### config.mk
export PLATFORM = sky130hd
export DESIGN_NAME = axi4_lite_cmd_master
export DESIGN_NICKNAME = d
export VERILOG_FILES = /design/src/rtl/axi4_lite_cmd_master.sv
export SDC_FILE = /design/constraint.sdc
export NUM_CORES = 1
export LEC_CHECK = 0
export BUFFER_PORTS_ARGS = -buffer_cell sky130_fd_sc_hd__buf_2
export CAP_MARGIN = 15
export CORE_MARGIN = 2
export CORE_UTILIZATION = 45
export CTS_CLUSTER_SIZE = 8
export DETAILED_ROUTE_END_ITERATION = 10
export PLACE_DENSITY = 0.88
export SYNTH_ARGS = -nofsm -noshare
export SYNTH_HDL_FRONTEND = slang
export SYNTH_SLANG_ARGS = --single-unit
### constraint.sdc
create_clock -name clk -period 2.32 [get_ports clk]
set_clock_uncertainty 0.05 [all_clocks]
set_input_delay 0.116 -clock clk [delete_from_list [all_inputs] [get_ports clk]]
set_output_delay 0.116 -clock clk [all_outputs]
set_load 0.01 [all_outputs]
### src/rtl/axi4_lite_cmd_master.sv
// ---------------------------------------------------------------------------
// axi4_lite_cmd_master
//
// Single-outstanding AXI4-Lite master. Turns a valid/ready command stream
// into one AXI4-Lite read or write transaction per command, and returns one
// response per command on a valid/ready response stream. Every output is
// driven straight from a flop.
//
// Ports
//   clk, reset           clock (posedge) and synchronous active-high reset
//   cmd_valid/cmd_ready  command handshake
//   cmd_write            1 = write, 0 = read
//   cmd_addr             byte address
//   cmd_wdata/cmd_wstrb  write data and byte strobes (ignored for reads)
//   rsp_valid/rsp_ready  response handshake
//   rsp_write            echo of the command direction
//   rsp_rdata            read data (0 for writes)
//   rsp_resp             BRESP/RRESP from the slave, unchanged
//   rsp_cycles           cycles from command accept to B/R handshake, saturating
//   aw*/w*/b*            AXI write address, write data, write response channels
//   ar*/r*               AXI read address and read data channels
// ---------------------------------------------------------------------------
module axi4_lite_cmd_master #(
   parameter int DATA_WIDTH = 32,
   parameter int ADDR_WIDTH = 4,
   parameter int CNT_WIDTH  = 8
) (
   input  logic                    clk,
   input  logic                    reset,
   input  logic                    cmd_valid,
   output logic                    cmd_ready,
   input  logic                    cmd_write,
   input  logic [ADDR_WIDTH-1:0]   cmd_addr,
   input  logic [DATA_WIDTH-1:0]   cmd_wdata,
   input  logic [DATA_WIDTH/8-1:0] cmd_wstrb,
   output logic                    rsp_valid,
   input  logic                    rsp_ready,
   output logic                    rsp_write,
   output logic [DATA_WIDTH-1:0]   rsp_rdata,
   output logic [1:0]              rsp_resp,
   output logic [CNT_WIDTH-1:0]    rsp_cycles,
   output logic                    awvalid,
   input  logic                    awready,
   output logic [ADDR_WIDTH-1:0]   awaddr,
   output logic                    wvalid,
   input  logic                    wready,
   output logic [DATA_WIDTH-1:0]   wdata,
   output logic [DATA_WIDTH/8-1:0] wstrb,
   input  logic                    bvalid,
   output logic                    bready,
   input  logic [1:0]              bresp,
   output logic                    arvalid,
   input  logic                    arready,
   output logic [ADDR_WIDTH-1:0]   araddr,
   input  logic                    rvalid,
   output logic                    rready,
   input  logic [DATA_WIDTH-1:0]   rdata,
   input  logic [1:0]              rresp
);

   localparam int STRB_WIDTH = DATA_WIDTH / 8;

   if (DATA_WIDTH < 8 || (DATA_WIDTH & (DATA_WIDTH - 1)) != 0) begin : g_bad_data_width
      $error("axi4_lite_cmd_master: DATA_WIDTH must be a power of two and >= 8");
   end

   typedef enum logic [2:0] {
      IDLE    = 3'd0,
      WR      = 3'd1,
      WR_RESP = 3'd2,
      RD      = 3'd3,
      RD_DATA = 3'd4,
      RSP     = 3'd5
   } state_t;

   // Counter increment that sticks at all-ones instead of wrapping.
   function automatic logic [CNT_WIDTH-1:0] sat_inc(input logic [CNT_WIDTH-1:0] v);
      if (v == {CNT_WIDTH{1'b1}}) begin
         return v;
      end
      return v + {{(CNT_WIDTH-1){1'b0}}, 1'b1};
   endfunction

   state_t                  state_q,     state_d;
   logic                    cmd_ready_q, cmd_ready_d;
   logic                    awvalid_q,   awvalid_d;
   logic                    wvalid_q,    wvalid_d;
   logic                    bready_q,    bready_d;
   logic                    arvalid_q,   arvalid_d;
   logic                    rready_q,    rready_d;
   logic                    rsp_valid_q, rsp_valid_d;
   logic                    aw_done_q,   aw_done_d;
   logic                    w_done_q,    w_done_d;
   logic [ADDR_WIDTH-1:0]   awaddr_q,    awaddr_d;
   logic [ADDR_WIDTH-1:0]   araddr_q,    araddr_d;
   logic [DATA_WIDTH-1:0]   wdata_q,     wdata_d;
   logic [STRB_WIDTH-1:0]   wstrb_q,     wstrb_d;
   logic                    rsp_write_q, rsp_write_d;
   logic [DATA_WIDTH-1:0]   rsp_rdata_q, rsp_rdata_d;
   logic [1:0]              rsp_resp_q,  rsp_resp_d;
   logic [CNT_WIDTH-1:0]    cnt_q,       cnt_d;

   always_comb begin
      state_d     = state_q;
      cmd_ready_d = cmd_ready_q;
      awvalid_d   = awvalid_q;
      wvalid_d    = wvalid_q;
      bready_d    = bready_q;
      arvalid_d   = arvalid_q;
      rready_d    = rready_q;
      rsp_valid_d = rsp_valid_q;
      aw_done_d   = aw_done_q;
      w_done_d    = w_done_q;
      awaddr_d    = awaddr_q;
      araddr_d    = araddr_q;
      wdata_d     = wdata_q;
      wstrb_d     = wstrb_q;
      rsp_write_d = rsp_write_q;
      rsp_rdata_d = rsp_rdata_q;
      rsp_resp_d  = rsp_resp_q;
      cnt_d       = cnt_q;

      case (state_q)
         IDLE: begin
            if (cmd_valid && cmd_ready_q) begin
               cmd_ready_d = 1'b0;
               rsp_write_d = cmd_write;
               cnt_d       = '0;
               if (cmd_write) begin
                  awaddr_d  = cmd_addr;
                  wdata_d   = cmd_wdata;
                  wstrb_d   = cmd_wstrb;
                  awvalid_d = 1'b1;
                  wvalid_d  = 1'b1;
                  aw_done_d = 1'b0;
                  w_done_d  = 1'b0;
                  state_d   = WR;
               end else begin
                  araddr_d  = cmd_addr;
                  arvalid_d = 1'b1;
                  state_d   = RD;
               end
            end
         end

         WR: begin
            cnt_d = sat_inc(cnt_q);
            // AW and W retire independently; either may finish first.
            if (awvalid_q && awready) begin
               awvalid_d = 1'b0;
               aw_done_d = 1'b1;
            end
            if (wvalid_q && wready) begin
               wvalid_d = 1'b0;
               w_done_d = 1'b1;
            end
            if (aw_done_d && w_done_d) begin
               bready_d = 1'b1;
               state_d  = WR_RESP;
            end
         end

         WR_RESP: begin
            cnt_d = sat_inc(cnt_q);
            if (bvalid && bready_q) begin
               rsp_resp_d  = bresp;
               rsp_rdata_d = '0;
               bready_d    = 1'b0;
               rsp_valid_d = 1'b1;
               state_d     = RSP;
            end
         end

         RD: begin
            cnt_d = sat_inc(cnt_q);
            if (arvalid_q && arready) begin
               arvalid_d = 1'b0;
               rready_d  = 1'b1;
               state_d   = RD_DATA;
            end
         end

         RD_DATA: begin
            cnt_d = sat_inc(cnt_q);
            if (rvalid && rready_q) begin
               rsp_rdata_d = rdata;
               rsp_resp_d  = rresp;
               rready_d    = 1'b0;
               rsp_valid_d = 1'b1;
               state_d     = RSP;
            end
         end

         RSP: begin
            // Counter is frozen here; cmd_ready only rises after the handshake,
            // so the next command lands at the earliest one cycle later.
            if (rsp_ready) begin
               rsp_valid_d = 1'b0;
               cmd_ready_d = 1'b1;
               state_d     = IDLE;
            end
         end

         default: begin
            state_d = IDLE;
         end
      endcase
   end

   always_ff @(posedge clk) begin
      if (reset) begin
         state_q     <= IDLE;
         cmd_ready_q <= 1'b1;
         awvalid_q   <= 1'b0;
         wvalid_q    <= 1'b0;
         bready_q    <= 1'b0;
         arvalid_q   <= 1'b0;
         rready_q    <= 1'b0;
         rsp_valid_q <= 1'b0;
         aw_done_q   <= 1'b0;
         w_done_q    <= 1'b0;
         awaddr_q    <= '0;
         araddr_q    <= '0;
         wdata_q     <= '0;
         wstrb_q     <= '0;
         rsp_write_q <= 1'b0;
         rsp_rdata_q <= '0;
         rsp_resp_q  <= '0;
         cnt_q       <= '0;
      end else begin
         state_q     <= state_d;
         cmd_ready_q <= cmd_ready_d;
         awvalid_q   <= awvalid_d;
         wvalid_q    <= wvalid_d;
         bready_q    <= bready_d;
         arvalid_q   <= arvalid_d;
         rready_q    <= rready_d;
         rsp_valid_q <= rsp_valid_d;
         aw_done_q   <= aw_done_d;
         w_done_q    <= w_done_d;
         awaddr_q    <= awaddr_d;
         araddr_q    <= araddr_d;
         wdata_q     <= wdata_d;
         wstrb_q     <= wstrb_d;
         rsp_write_q <= rsp_write_d;
         rsp_rdata_q <= rsp_rdata_d;
         rsp_resp_q  <= rsp_resp_d;
         cnt_q       <= cnt_d;
      end
   end

   assign cmd_ready  = cmd_ready_q;
   assign awvalid    = awvalid_q;
   assign awaddr     = awaddr_q;
   assign wvalid     = wvalid_q;
   assign wdata      = wdata_q;
   assign wstrb      = wstrb_q;
   assign bready     = bready_q;
   assign arvalid    = arvalid_q;
   assign araddr     = araddr_q;
   assign rready     = rready_q;
   assign rsp_valid  = rsp_valid_q;
   assign rsp_write  = rsp_write_q;
   assign rsp_rdata  = rsp_rdata_q;
   assign rsp_resp   = rsp_resp_q;
   assign rsp_cycles = cnt_q;

endmodule

==> results of run 1 <==
==> critical path: cells and delay by family, from the launching register on <==
family,cells,cell delay (ps)
AO/OA/AOI/OAI,2,530
XOR/XNOR,1,460
flip-flops,1,760
AND/OR/NAND/NOR,1,130
==> cells by family after synthesis <==
| kind of cell | after synthesis | share of synthesized area |
|---|---|---|
| xor gates and xnor gates | 2 | 0.00663 |
| and+or+nand+nor | 144 | 0.174 |
| muxes | 10 | 0.0268 |
| AOI/OAI and AO/OA | 119 | 0.214 |
| DFF | 99 | 0.525 |
| buffers and inverters | 33 | 0.0510 |
| adders and majority gates | 1 | 0.00331 |
==> area by class of cell <==
class	count	area (um2)	area share
clock buffers	9	124	0.0221
multi-input cells	276	1610	0.287
repair buffers	258	1690	0.301
well taps	105	131	0.0234
clock inverters	7	60.1	0.0107
flip-flops and latches	99	1980	0.353
inverters	5	18.8	0.00334
==> through the flow <==
| step | total power [mW] | utilization |
|---|---|---|
| after global routing | 3.77 | 0.687 |
| final | 3.59 | 0.687 |
| after global placement | 2.45 | 0.575 |
| after CTS | 3.62 | 0.685 |
| after detailed placement | 2.48 | 0.575 |
| after floorplan | 2.27 | - |
==> metal layers <==
layer / up-vias / share of wire
li1: 1924 / -
met1: 1818 / 0.40
met2: 168 / 0.50
met3: 28 / 0.083
met4: 0 / 0.022
met5: - / 0
==> power by group <==
| part | total, mW | switching (mW) | internal, mW |
|---|---|---|---|
| clock network | 1.04 | 0.627 | 0.409 |
| logic | 0.704 | 0.373 | 0.331 |
| registers | 1.85 | 0.0702 | 1.78 |
| total | 3.59 | 1.07 | 2.52 |
==> sequential cells by signal, summed over array words and instances (netlist names), 2 cells and up <==
| name | count |
|---|---|
| araddr | 4 |
| rsp_resp | 2 |
| wstrb | 4 |
| rsp_rdata | 32 |
| rsp_cycles | 8 |
| state_q | 3 |
| wdata | 32 |
| awaddr | 4 |
==> final timing paths <==
| path | depth (start not counted) | to | from | slack, ps |
|---|---|---|---|---|
| worst min register to register | 2 | wdata[30]$_SDFFE_PP0P_ | wdata[30]$_SDFFE_PP0P_ | 410 |
| worst max register to register | 4 | rsp_cycles[3]$_SDFFE_PP0P_ | state_q[0]$_SDFFE_PP0P_ | 290 |
| worst min-delay path | 3 | aw_done_q$_SDFFE_PP0P_ | awready | 50 |
| worst max-delay path | 4 | rsp_cycles[3]$_SDFFE_PP0P_ | state_q[0]$_SDFFE_PP0P_ | 290 |
==> synthesized netlist by cell type, types with 2 or more instances <==
master,count
inv_1,5
nand2b_1,4
nor3_1,7
clkbuf_1,12
buf_2,7
a311oi_1,2
and4_1,2
a22o_1,32
mux2i_1,9
buf_4,2
a31o_2,2
nand3_1,8
a21oi_1,56
a211oi_1,4
buf_6,7
nor2_1,15
nand2_1,91
a41oi_1,3
o21ai_0,4
dfxtp_1,99
nor2b_1,2
a31oi_1,4
and2_1,4
==> what timing repair did <==
item | in CTS | in global routing
buffers inserted | 0 | 0
hold buffers | 72 | 0
endpoints found under the setup margin | 0 | 0
hold endpoints to repair | 76 | 0
==> impl_results.md, run 1 <==
* Gr busiest metal: met2
* Max Cap Viol at 0
* Met3 global-route usage at 0.0838
* # fillers at 587
* CP Cell Sequence: nor2_4 -> xnor2_2 -> a21oi_2 -> a311oi_1
* Total grt overflow at 0
* Total wire length at approximately 12 mm
* Status: finished clean
* Cell Pwr Density at between 600 and 700 nW/um2
* Final min period at approximately 2000 ps
* CP Class: register to register
* CP startpoint kind: register
* Largest net degree at the start of global routing at 57
* PostCTS Resize Cnt at 0
* Crit path capture type: register
* Crit Path Max Fanout at 15
* Data required time of the worst path at between 2000 and 3000 ps
* RSZ-0062 raised after global routing: false
* Clk_lat worst skew at approximately 350 ps
* Synthesized net count at slightly below 500
* Synthesis-to-finish area growth at 48.7%
* Clock root buffer master: clkbuf_8
* Routability cong. at 0.834
* Peak supply drop at a little over 500 uV
* Initial antenna violation count at 0
* HP Class: input pin to register
* Synth top area cells: dfxtp_1, nand2_1, a21oi_1
* Htree depth at 3
* Sequential area share after synthesis at 0.525
* Max stage delay on crit path at ~760 ps
* Most frequent cells in the layout: buf_2, dfxtp_1, nand2_1
* Antenna Nets Post-Route at 0
* Finished Cell Area at around 5600 um2
* M1 GR Usage at 0.263
* Synth warn at 0
* Drt initial violations at 98
* Die span in x at between 90 and 100 um
* Synthesized cell area at around 3800 um2
* First drt pass iteration count at 4
* Max clock buf depth at 2
* Final cell count without fillers at 759
* # clock sinks at 99
* Final #Nets at 736
* Cts bufs inserted at 9
* Drt wl/cell at approximately 15 um
* Placed instance area at between 4000 and 5000 um2
* Peak Freq at roughly 490 MHz
* Clock Pin Slew Worst Setup and Hold Paths at roughly 100 ps
* Slew HR at 0.560
* Post-synth EDFFs at 0
* Hold Slack at 45.0 ps
* Routed via count at ~3,900
* Avg Vias per Cell at approximately 5.2
* Starting density of the core at 0.462
* Period utilization at 0.873
* Post-synth top flop: dfxtp_1
* Avg Cell Area, Syn at ~9.3 um2
* Final setup fails at 0
* Register bit count reported by yosys at just under 100
* Antenna cell count at 0
* Most common cell after layout, fill and taps aside: buf_2
* Post-Place Setup Slack at 141 ps
* Critical-path top delay cell: dfxtp_1
* Area share of the largest cell type after synthesis at 0.525
* Distinct cells, synth at 50
* Top-Level Pins at 180
* Vias in the first global route at between 3,000 and 4,000
* # port buffers at approximately 180
* Core ar. at between 8000 and 9000 um2
* First-pass GRT wire length at 16.9 mm
* Async set-reset flop share out of synthesis at 0
* CP arrival at between 2000 and 2500 ps
* TritonCTS clock tree: built
* Number of cells after detailed placement at 670
* Max Slew Vio Count at 0
* Num rows at 33
* Total track usage at 0.236
* Setup Total Neg Slack at 0 ps
* Setup ws final at ~290 ps
* Final hold vios at 0
* Die ar. at slightly above 9000 um2
* Share of cells above drive strength 1 at 0.326
* # DRC at 0
* Worst Tran Pin Value at between 600 and 700 ps
* Met2 Use GR at 0.415
* DP HPWL at approximately 7.0 mm
* Cells after Synth at between 400 and 500
* Post-synth top area cell: dfxtp_1
* Leak Pwr at ~2.5 nW
* Die Ht at about 96 um
(Power assumes the default switching activity.)
==> run 2, diff against run 1 <==
PLACE_DENSITY = 0.84   (was 0.88)
==> impl_results.md, run 2 (synthesis results as in run 1) <==
* Final hold vios at 0 (unchanged)
* Routability cong. at 0.780 (-6.5%)
* Met2 WL post-DR at 5.61 mm (-2.7%)
* Worst Tran Pin Value at 499 ps (-161 ps)
* Routed via count at 3,992 (+1.4%)
* Synthesis-to-finish area growth at 49.1%
* HP Class: input pin to register
* Drt wl/cell at 15.2 um (-0.78%)
* Max Slew Vio Count at 0 (unchanged)
* Total wire length at 11.6 mm (-0.39%)
* Period utilization at 0.808 (-0.0649)
* Overall power at 3.56 mW (-0.64%)
* Status: finished clean
* Flop-to-flop setup slack at 440 ps (+150 ps)
* CP endpoint: wdata[6]$_SDFFE_PP0P_
* Final #Nets at 738 (+0.27%)
* Most common cell after layout, fill and taps aside: buf_2
* Drt initial violations at 169 (+72%)
* Htree depth at 3 (unchanged)
* Cts bufs inserted at 9 (unchanged)
* First drt pass iteration count at 5 (+1)
* Total track usage at 0.238 (+0.00263)
* Data required time of the worst path at 2540 ps (about the same)
* Crit path launch: state_q[2]$_SDFFE_PP0P_
* Placed instance area at 4710 um2 (+0.32%)
* Largest net degree at the start of global routing at 46 (-19%)
* # Post-CTS Setup Buffers at 0 (unchanged)
* # port buffers at 179 (unchanged)
* Total grt overflow at 0 (unchanged)
* Capture point of the worst reg-to-reg path: wdata[6]$_SDFFE_PP0P_
* Cell Pwr Density at 633 nW/um2 (-0.88%)
* Final min period at 1880 ps (-151 ps)
* Clock Pin Slew Worst Setup and Hold Paths at 90 ps (about the same)
* Die span in x at 95.6 um (unchanged)
* Crit path capture type: register
* Finished Core Util at 0.689 (+0.00168)
* Max Cap Viol at 0 (unchanged)
* Finished Cell Area at 5630 um2 (+0.24%)
* Starting density of the core at 0.462 (unchanged)
* Antenna Nets Post-Route at 0 (unchanged)
* Vias in the first global route at 3,646 (+1.6%)
* Slew HR at 0.666 (+0.106)
* Reg-to-reg startpoint: state_q[2]$_SDFFE_PP0P_
* Setup Total Neg Slack at 0 ps (unchanged)
* Top-Level Pins at 180 (unchanged)
* # clock sinks at 99 (unchanged)
* DP HPWL at 7.07 mm (+1.5%)
* # DRC at 0 (unchanged)
* Max Used Layer: met4
* CP Class: register to register
* Max clock buf depth at 2 (unchanged)
* Hold-fix buffers, CTS at 72 (unchanged)
* Final setup fails at 0 (unchanged)
* Num rows at 33 (unchanged)
* Peak supply drop at 382 uV (-26%)
* Die Ht at 95.6 um (unchanged)
* Wire length on met3 at 985 um (+2.0%)
* FF-to-FF path depth at 6 (+2)
* Clock root buffer master: clkbuf_8
* Initial antenna violation count at 2 (+2)
* Core ar. at 8180 um2 (unchanged)
* Clk_lat worst skew at 350 ps (about the same)
* RSZ-0062 raised after global routing: false
* Hold Slack at 39.7 ps (-5.33 ps)
* CP arrival at 2090 ps (-140 ps)
* First-pass GRT wire length at 17.1 mm (+1.2%)
* Crit Path Max Fanout at 45 (+30)
* TritonCTS clock tree: built
* Die ar. at 9140 um2 (unchanged)
* Leak Pwr at 2.53 nW (+0.39%)
* Peak Freq at 533 MHz (+8.0%)
* Avg Vias per Cell at 5.24 (+0.97%)
* CP startpoint kind: register
* PostCTS Resize Cnt at 0 (unchanged)
* Most frequent cells in the layout: buf_2, dfxtp_1, nand2_1
* Metal-1 WL at 4.65 mm (+0.71%)
* Share of cells above drive strength 1 at 0.326 (+0.000531)
==> run 2: final cells by class <==
type	count	area (um2)
multi-input combinational	276	1610
sequential	99	1980
clock buffer	11	141
antenna	1	2.50
inverter	5	18.8
timing repair buffer	260	1700
tap	105	131
clock inverter	5	38.8
fill	614	2540
==> run 2: worst min path at each step <==
stage	startpoint	endpoint	slack, ps	depth (start not counted)
floorplan	rdata[10]	rsp_rdata[10]$_SDFFE_PP0P_	190	1
global placement	rdata[16]	rsp_rdata[16]$_SDFFE_PP0P_	280	2
detailed placement	rdata[14]	rsp_rdata[14]$_SDFFE_PP0P_	280	2
CTS	rsp_ready	state_q[2]$_SDFFE_PP0P_	20	4
global route	rsp_ready	state_q[2]$_SDFFE_PP0P_	40	4
finish	rsp_ready	state_q[2]$_SDFFE_PP0P_	40	4
==> run 2: metal layers <==
metal / GRT usage / vias up
met3: 0.0704 / 28
met5: 0 / -
met1: 0.266 / 1863
met2: 0.417 / 172
met4: 0.106 / 0
li1: - / 1929
==> run 2: where the power goes <==
group | internal [mW] | leakage [nW] | switching [mW]
combinational | 0.337 | 1.64 | 0.381
sequential | 1.78 | 0.802 | 0.0645
clock | 0.424 | 0.0895 | 0.582
total | 2.54 | 2.53 | 1.03
==> run 2: critical path: stages (launching register included) <==
cell	delay, ps
dfxtp_1	330
buf_4	180
nor2_1	400
and4_1	310
buf_12	220
nand2_1	110
a21oi_1	160
==> run 2: stage by stage <==
step,std cells,worst slack [ps]
finish,762,445
global route,761,277
CTS,760,307
detailed placement,672,334
global placement,672,407
floorplan,408,814
